File: src/rtl/ysyx_24100006_lsu_pkg.sv
// Shared encodings for the load/store unit: op, size, exception and FSM state
// codes plus the AXI OKAY response value.
package ysyx_24100006_lsu_pkg;

    typedef enum logic [1:0] {
        OP_NONE  = 2'd0,
        OP_LOAD  = 2'd1,
        OP_STORE = 2'd2,
        OP_RSVD  = 2'd3
    } lsu_op_e;

    typedef enum logic [1:0] {
        SZ_BYTE  = 2'd0,
        SZ_HALF  = 2'd1,
        SZ_WORD  = 2'd2,
        SZ_DWORD = 2'd3
    } lsu_size_e;

    typedef enum logic [1:0] {
        EXC_NONE     = 2'd0,
        EXC_MISALIGN = 2'd1,
        EXC_BUS      = 2'd2,
        EXC_TIMEOUT  = 2'd3
    } lsu_exc_e;

    typedef enum logic [2:0] {
        IDLE    = 3'd0,
        RD_ADDR = 3'd1,
        RD_DATA = 3'd2,
        WR      = 3'd3,
        WR_RESP = 3'd4,
        RESP    = 3'd5
    } lsu_state_e;

    localparam logic [1:0] AXI_RESP_OKAY = 2'b00;

endpackage

File: src/rtl/ysyx_24100006_lsu_align.sv
// Byte-lane alignment: misalignment check, write strobe/shift, read shift
// with sign/zero extension. Purely combinational.
module ysyx_24100006_lsu_align
    import ysyx_24100006_lsu_pkg::*;
#(
    parameter  int unsigned DATA_W = 32,
    localparam int unsigned OFF_W  = $clog2(DATA_W / 8)
) (
    input  lsu_size_e           size,
    input  logic [OFF_W-1:0]    off,
    input  logic                sext,
    input  logic [DATA_W-1:0]   wdata_in,
    input  logic [DATA_W-1:0]   rdata_in,
    output logic                misaligned,
    output logic [DATA_W/8-1:0] wstrb,
    output logic [DATA_W-1:0]   wdata_out,
    output logic [DATA_W-1:0]   rdata_out
);

    logic [OFF_W:0]    nbytes;
    logic [DATA_W-1:0] shifted;
    logic              sign;

    always_comb begin
        shifted = rdata_in >> {off, 3'b000};
        case (size)
            SZ_BYTE: begin
                nbytes     = (OFF_W + 1)'(1);
                sign       = shifted[7];
                misaligned = 1'b0;
            end
            SZ_HALF: begin
                nbytes     = (OFF_W + 1)'(2);
                sign       = shifted[15];
                misaligned = off[0];
            end
            SZ_WORD: begin
                nbytes     = (OFF_W + 1)'(4);
                sign       = shifted[31];
                misaligned = |off[1:0];
            end
            default: begin
                nbytes     = (OFF_W + 1)'(DATA_W / 8);
                sign       = shifted[DATA_W-1];
                misaligned = (DATA_W == 32) || (|off);
            end
        endcase

        for (int unsigned i = 0; i < DATA_W; i++) begin
            rdata_out[i] = (i < 32'(nbytes) * 8) ? shifted[i] : (sext & sign);
        end
        for (int unsigned b = 0; b < DATA_W / 8; b++) begin
            wstrb[b] = (b >= 32'(off)) && (b < 32'(off) + 32'(nbytes));
        end
        wdata_out = wdata_in << {off, 3'b000};
    end

endmodule

File: src/rtl/ysyx_24100006_lsu.sv
// Load/store unit between EXEU and WBU driving an AXI master (AR/R/AW/W/B).
// Optional bus watchdog enabled by defining LSU_TIMEOUT_EN.
module ysyx_24100006_lsu
    import ysyx_24100006_lsu_pkg::*;
#(
    parameter int unsigned ADDR_W      = 32,
    parameter int unsigned DATA_W      = 32,
    parameter int unsigned PAYLOAD_W   = 64,
    parameter int unsigned TIMEOUT_CYC = 255
) (
    input  logic                 clk,
    input  logic                 reset,
    input  logic                 in_valid,
    output logic                 in_ready,
    input  logic [1:0]           in_op,
    input  logic [ADDR_W-1:0]    in_addr,
    input  logic [DATA_W-1:0]    in_wdata,
    input  logic [1:0]           in_size,
    input  logic                 in_sext,
    input  logic [PAYLOAD_W-1:0] in_payload,
    output logic                 out_valid,
    input  logic                 out_ready,
    output logic [DATA_W-1:0]    out_rdata,
    output logic [PAYLOAD_W-1:0] out_payload,
    output logic [1:0]           out_exc,
    output logic [ADDR_W-1:0]    axi_araddr,
    output logic [2:0]           axi_arsize,
    output logic                 axi_arvalid,
    input  logic                 axi_arready,
    input  logic [DATA_W-1:0]    axi_rdata,
    input  logic [1:0]           axi_rresp,
    input  logic                 axi_rvalid,
    output logic                 axi_rready,
    output logic [ADDR_W-1:0]    axi_awaddr,
    output logic [2:0]           axi_awsize,
    output logic                 axi_awvalid,
    input  logic                 axi_awready,
    output logic [DATA_W-1:0]    axi_wdata,
    output logic [DATA_W/8-1:0]  axi_wstrb,
    output logic                 axi_wvalid,
    input  logic                 axi_wready,
    input  logic [1:0]           axi_bresp,
    input  logic                 axi_bvalid,
    output logic                 axi_bready
);

    localparam int unsigned OFF_W = $clog2(DATA_W / 8);

    lsu_state_e           state_q,   state_d;
    logic [ADDR_W-1:0]    addr_q,    addr_d;
    logic [DATA_W-1:0]    wdata_q,   wdata_d;
    lsu_size_e            size_q,    size_d;
    logic                 sext_q,    sext_d;
    logic [PAYLOAD_W-1:0] payload_q, payload_d;
    logic                 aw_done_q, aw_done_d;
    logic                 w_done_q,  w_done_d;
    logic [DATA_W-1:0]    rdata_q,   rdata_d;
    lsu_exc_e             exc_q,     exc_d;

    lsu_op_e           op_in;
    logic              accept;
    lsu_size_e         size_sel;
    logic [OFF_W-1:0]  off_sel;
    logic              misaligned;
    logic [DATA_W-1:0] align_rdata;

    assign op_in    = lsu_op_e'(in_op);
    assign in_ready = (state_q == IDLE) || ((state_q == RESP) && out_ready);
    assign accept   = in_valid && in_ready;

    // One aligner serves both paths: it checks the incoming op while accepting
    // and shapes bus data from the latched op otherwise (never both at once).
    assign size_sel = in_ready ? lsu_size_e'(in_size)     : size_q;
    assign off_sel  = in_ready ? in_addr[OFF_W-1:0]       : addr_q[OFF_W-1:0];

    ysyx_24100006_lsu_align #(
        .DATA_W (DATA_W)
    ) u_align (
        .size       (size_sel),
        .off        (off_sel),
        .sext       (sext_q),
        .wdata_in   (wdata_q),
        .rdata_in   (axi_rdata),
        .misaligned (misaligned),
        .wstrb      (axi_wstrb),
        .wdata_out  (axi_wdata),
        .rdata_out  (align_rdata)
    );

`ifdef LSU_TIMEOUT_EN
    localparam int unsigned TMO_W = $clog2(TIMEOUT_CYC + 1);
    logic [TMO_W-1:0] tmo_q, tmo_d;
    logic             bus_state;
`endif

    always_comb begin
        state_d   = state_q;
        addr_d    = addr_q;
        wdata_d   = wdata_q;
        size_d    = size_q;
        sext_d    = sext_q;
        payload_d = payload_q;
        aw_done_d = aw_done_q;
        w_done_d  = w_done_q;
        rdata_d   = rdata_q;
        exc_d     = exc_q;

        case (state_q)
            RD_ADDR: if (axi_arready) state_d = RD_DATA;
            RD_DATA: begin
                if (axi_rvalid) begin
                    state_d = RESP;
                    if (axi_rresp != AXI_RESP_OKAY) begin
                        exc_d   = EXC_BUS;
                        rdata_d = '0;
                    end else begin
                        rdata_d = align_rdata;
                    end
                end
            end
            WR: begin
                aw_done_d = aw_done_q || axi_awready;
                w_done_d  = w_done_q  || axi_wready;
                if (aw_done_d && w_done_d) state_d = WR_RESP;
            end
            WR_RESP: begin
                if (axi_bvalid) begin
                    state_d = RESP;
                    if (axi_bresp != AXI_RESP_OKAY) exc_d = EXC_BUS;
                end
            end
            RESP:    if (out_ready) state_d = IDLE;
            default: ;
        endcase

        if (accept) begin
            addr_d    = in_addr;
            wdata_d   = in_wdata;
            size_d    = lsu_size_e'(in_size);
            sext_d    = in_sext;
            payload_d = in_payload;
            aw_done_d = 1'b0;
            w_done_d  = 1'b0;
            rdata_d   = '0;
            exc_d     = EXC_NONE;
            case (op_in)
                OP_LOAD, OP_STORE: begin
                    if (misaligned) begin
                        state_d = RESP;
                        exc_d   = EXC_MISALIGN;
                    end else begin
                        state_d = (op_in == OP_LOAD) ? RD_ADDR : WR;
                    end
                end
                default: state_d = RESP;
            endcase
        end

`ifdef LSU_TIMEOUT_EN
        bus_state = (state_q == RD_ADDR) || (state_q == RD_DATA) ||
                    (state_q == WR)      || (state_q == WR_RESP);
        // A handshake completing on the final cycle still wins over the watchdog.
        if (bus_state && (state_d == state_q) &&
            (tmo_q == TMO_W'(TIMEOUT_CYC - 1))) begin
            state_d = RESP;
            exc_d   = EXC_TIMEOUT;
            rdata_d = '0;
        end
        if (state_d != state_q)  tmo_d = '0;
        else if (bus_state)      tmo_d = tmo_q + TMO_W'(1);
        else                     tmo_d = '0;
`endif
    end

    always_ff @(posedge clk or negedge reset) begin
        if (!reset) begin
            state_q   <= IDLE;
            addr_q    <= '0;
            wdata_q   <= '0;
            size_q    <= SZ_BYTE;
            sext_q    <= 1'b0;
            payload_q <= '0;
            aw_done_q <= 1'b0;
            w_done_q  <= 1'b0;
            rdata_q   <= '0;
            exc_q     <= EXC_NONE;
        end else begin
            state_q   <= state_d;
            addr_q    <= addr_d;
            wdata_q   <= wdata_d;
            size_q    <= size_d;
            sext_q    <= sext_d;
            payload_q <= payload_d;
            aw_done_q <= aw_done_d;
            w_done_q  <= w_done_d;
            rdata_q   <= rdata_d;
            exc_q     <= exc_d;
        end
    end

`ifdef LSU_TIMEOUT_EN
    always_ff @(posedge clk or negedge reset) begin
        if (!reset) tmo_q <= '0;
        else        tmo_q <= tmo_d;
    end
`else
`endif

    assign axi_araddr  = {addr_q[ADDR_W-1:OFF_W], {OFF_W{1'b0}}};
    assign axi_awaddr  = {addr_q[ADDR_W-1:OFF_W], {OFF_W{1'b0}}};
    assign axi_arsize  = {1'b0, size_q};
    assign axi_awsize  = {1'b0, size_q};
    assign axi_arvalid = (state_q == RD_ADDR);
    assign axi_rready  = (state_q == RD_DATA);
    assign axi_awvalid = (state_q == WR) && !aw_done_q;
    assign axi_wvalid  = (state_q == WR) && !w_done_q;
    assign axi_bready  = (state_q == WR_RESP);

    assign out_valid   = (state_q == RESP);
    assign out_rdata   = rdata_q;
    assign out_payload = payload_q;
    assign out_exc     = exc_q;

endmodule

File: config.mk
export PLATFORM = sky130hd
export DESIGN_NAME = ysyx_24100006_lsu
export DESIGN_NICKNAME = d
export VERILOG_FILES = /design/src/rtl/ysyx_24100006_lsu_pkg.sv /design/src/rtl/ysyx_24100006_lsu_align.sv /design/src/rtl/ysyx_24100006_lsu.sv
export SDC_FILE = /design/constraint.sdc
export NUM_CORES = 1
export LEC_CHECK = 0
export ABC_AREA = 1
export CAP_MARGIN = 20
export CORE_AREA = 2 2 150 152
export CTS_CLUSTER_DIAMETER = 200
export DETAILED_ROUTE_END_ITERATION = 7
export DIE_AREA = 0 0 152 154
export PLACE_DENSITY_LB_ADDON = 0.05
export SLEW_MARGIN = 10
export SYNTH_ARGS = -nofsm -noshare
export SYNTH_HDL_FRONTEND = slang
export SYNTH_SLANG_ARGS = --single-unit
File: constraint.sdc
create_clock -name clk -period 4.8 [get_ports clk]
set_clock_uncertainty 0.2 [all_clocks]
set_input_delay 1.2 -clock clk [delete_from_list [all_inputs] [get_ports clk]]
set_output_delay 1.2 -clock clk [all_outputs]
set_load 0.05 [all_outputs]
==> results.md <==
- R2R Path Start: state_q[1]$_DFFE_PN0P_
- Clock buffer depth: 2
- Row count: 54
- Clock sink count: 170
- Area Overhead vs Synth: 54.4%
- Residual DRC: 0
- Synthesized area: 0.00852 mm^2
- Final Setup Violations: 0
- Post-synth top flop: dfrtp_1
- Final wirelength: 28.0 mm
- I/O Buffers: 382
- Layout cell share with drive strength beyond 1: 8.25%
- Met3 usage: 7.38%
- Busiest grt layer: met2
- Global-route wire length before repair: 44.2 mm
- Final Max Slew Viols: 0
- Finished Layout Cells: 1736
- Worst slew margin: 32.8%
- Min-delay src: out_payload[9]$_DFFE_PN0N_
- Final worst-path cycle share: 95.6%
- Vias in the first global route: 8001
- Min-Delay Endpoint: out_payload[9]$_DFFE_PN0N_
- Routed len/inst: 16.1 um
- DIE WIDTH: 152 um
- Syn Area/Cell: 7.53 um^2
- Cell count after placement: 1702
- DR pass1 iterations: 5
- Insertion delay to the later sink of the worst-skew pair: 0.42 ns
- Via/cell ratio: 4.74
- Root Buffer: clkbuf_16
- TritonCTS buffer count: 17
- Met2 Resource Use GR: 37.8%
- Half-perimeter wire length after placement: 20.4 mm
- DR vias: 8222
- Count of different cell masters after synthesis: 35
- Congestion Overflow GR: 0
- Status: completed
- Seq/Total Area, Yosys: 49.9%
- CP Class: input pin to output port
- Startpoint types: input pin
- Nets@finish: 1622
- Worst Path Arrival: 3.19 ns
- IO Count: 389
- WP data required: 3.40 ns
- CTS H-tree lvls: 4
- Worst Setup End Kind: output port
- RePlAce Congestion: 0.840
- Hold path cells: 2
- Die area: 0.0234 mm^2
- Reg clk slew, reported paths: 0.07 ns
- R2r setup slk: 1.90 ns
- Worst hold-check path type: register to register
- Core area: 0.0217 mm^2
- Syn Inst Count: 1132
- CP max FO: 3
- Min Tclk post-route: 4.59 ns
- YS warnings: 0
- Initial Util: 39.3%
- Total GRT Usage: 23.7%
- Die Span Y: 154 um
- Post-synthesis async set-or-reset flop share: 100%
- Met1 Use GR: 31.1%
- Initial antenna violation count: 2
- Reg2Reg Capture Point: out_rdata[19]$_DFFE_PN0P_
- DRT antenna net count: 0
- Number of synthesized register bits: 170
- Largest net degree at the start of global routing: 98
- Reg2reg path depth: 14
- Max-cap check violation count: 0
- Fmax achieved: 218 MHz
- CTS tree: done
- RSZ-0062 raised after global routing: no
- Hold Violations, Final: 0
- DRT iter0 DRCs: 553
- Worst-margin pin slew: 1.01 ns
- Number of synthesized flops with an enable pin: 0
[through the flow]
| stage | area, um^2 | util, % | hold slack [ns] | setup WS (ns) | TNS, ns |
|---|---|---|---|---|---|
| floorplan | 8550 | - | 0.236 | 0.0294 | 0 |
| global placement | 12600 | 57.9 | 0.253 | -0.0341 | -0.0432 |
| detailed placement | 12600 | 57.9 | 0.257 | -0.0683 | -0.128 |
| CTS | 13200 | 60.7 | 0.274 | 0.204 | 0 |
| global route | 13200 | 60.7 | 0.288 | 0.0820 | 0 |
| finish | 13200 | 60.7 | 0.271 | 0.212 | 0 |
[registers in the layout (all words and copies together), names as in the netlist]
| name | flops |
|---|---|
| size_q | 2 |
| out_payload | 64 |
| wdata_q | 32 |
| addr_q | 32 |
| w_done_q | 1 |
| state_q | 3 |
| out_rdata | 32 |
| sext_q | 1 |
| out_exc | 2 |
| aw_done_q | 1 |
[how the worst max path moves through the flow]
stage	start	end	slack [ns]	cells after the start
after global routing	out_ready	axi_wstrb[0]	0.08	18
after CTS	in_size[0]	axi_wstrb[2]	0.20	16
final	in_size[0]	axi_wstrb[2]	0.21	16
after detailed placement	out_ready	axi_wstrb[0]	-0.07	15
after floorplan	out_ready	axi_wstrb[2]	0.03	13
after global placement	out_ready	axi_wstrb[2]	-0.03	15
[layer usage]
layer	wire (um)	share of wire, %
met4	582	2.1
met2	13200	47
met3	2460	8.8
met5	0	0
met1	11700	42
[synthesized netlist by cell type, types with 3 or more instances]
cell	number	area share (%)
a21oi_1	28	1.6
buf_1	3	0.13
buf_2	22	1.3
buf_4	69	6.1
clkbuf_1	29	1.3
dfrtp_1	170	50
inv_1	56	2.5
inv_2	6	0.26
nand2_1	549	24
nand2_2	6	0.44
nand2_4	3	0.40
nand3_1	29	1.7
nor2_1	64	2.8
o211ai_1	7	0.62
o21a_1	8	0.70
o21ai_0	43	2.5
o21ai_1	3	0.18
o22ai_1	16	1.2
[critical path, cell delays in order]
cell and delay, ns:
clkdlybuf4s50_1 0.45, inv_1 0.05, nand2_1 0.08, o21ai_2 0.07, inv_1 0.08, nor2_1 0.05
nand2_1 0.08, inv_1 0.05, fa_1 0.36, inv_1 0.08, nor2_1 0.04, nor2_1 0.09
nor2_1 0.05, buf_4 0.13, a22oi_2 0.16, buf_12 0.17
[layout make-up]
type / count / area, um^2
timing repair buffer: 409 / 4410
multi-input combinational: 781 / 3310
sequential: 170 / 4250
antenna: 2 / 5.00
inverter: 62 / 235
fill: 1988 / 8530
tap: 280 / 350
clock inverter: 13 / 153
clock buffer: 19 / 443
[cell families after synthesis]
kind of cell               after synthesis  synth area share [%]
muxes                                    2                 0.235
adders and majority gates                3                 0.528
and+or+nand+nor                        661                  30.4
AOI/OAI and AO/OA                      109                  7.22
other                                    1                0.0440
buffers and inverters                  186                  11.6
DFF                                    170                  49.9
[cell usage in the layout (no fill, tap or decap), types with 3 or more instances in the layout]
| master | Yosys | layout |
|---|---|---|
| buf_12 | 0 | 38 |
| inv_2 | 6 | 5 |
| nand2_4 | 3 | 3 |
| nand2_2 | 6 | 6 |
| clkbuf_16 | 0 | 17 |
| inv_1 | 56 | 56 |
| nor2_1 | 64 | 64 |
| o22ai_1 | 16 | 16 |
| o211ai_1 | 7 | 7 |
| nand3_1 | 29 | 29 |
| clkdlybuf4s50_1 | 0 | 343 |
| nand2_1 | 549 | 549 |
| buf_4 | 69 | 26 |
| inv_6 | 0 | 6 |
| o21a_1 | 8 | 8 |
| dfrtp_1 | 170 | 170 |
| a21oi_1 | 28 | 28 |
| o21ai_0 | 43 | 43 |
| conb_1 | 1 | 6 |
[timing repair]
item / 4_1_cts / 5_1_grt
endpoints found under the setup margin: 2 / 0
resized for setup: 2 / 0
buffers inserted: 0 / 0
hold buffers: 0 / 0
Power is not shown: default switching activity piles up to over one toggle a cycle in this logic, so the estimate is an artifact.
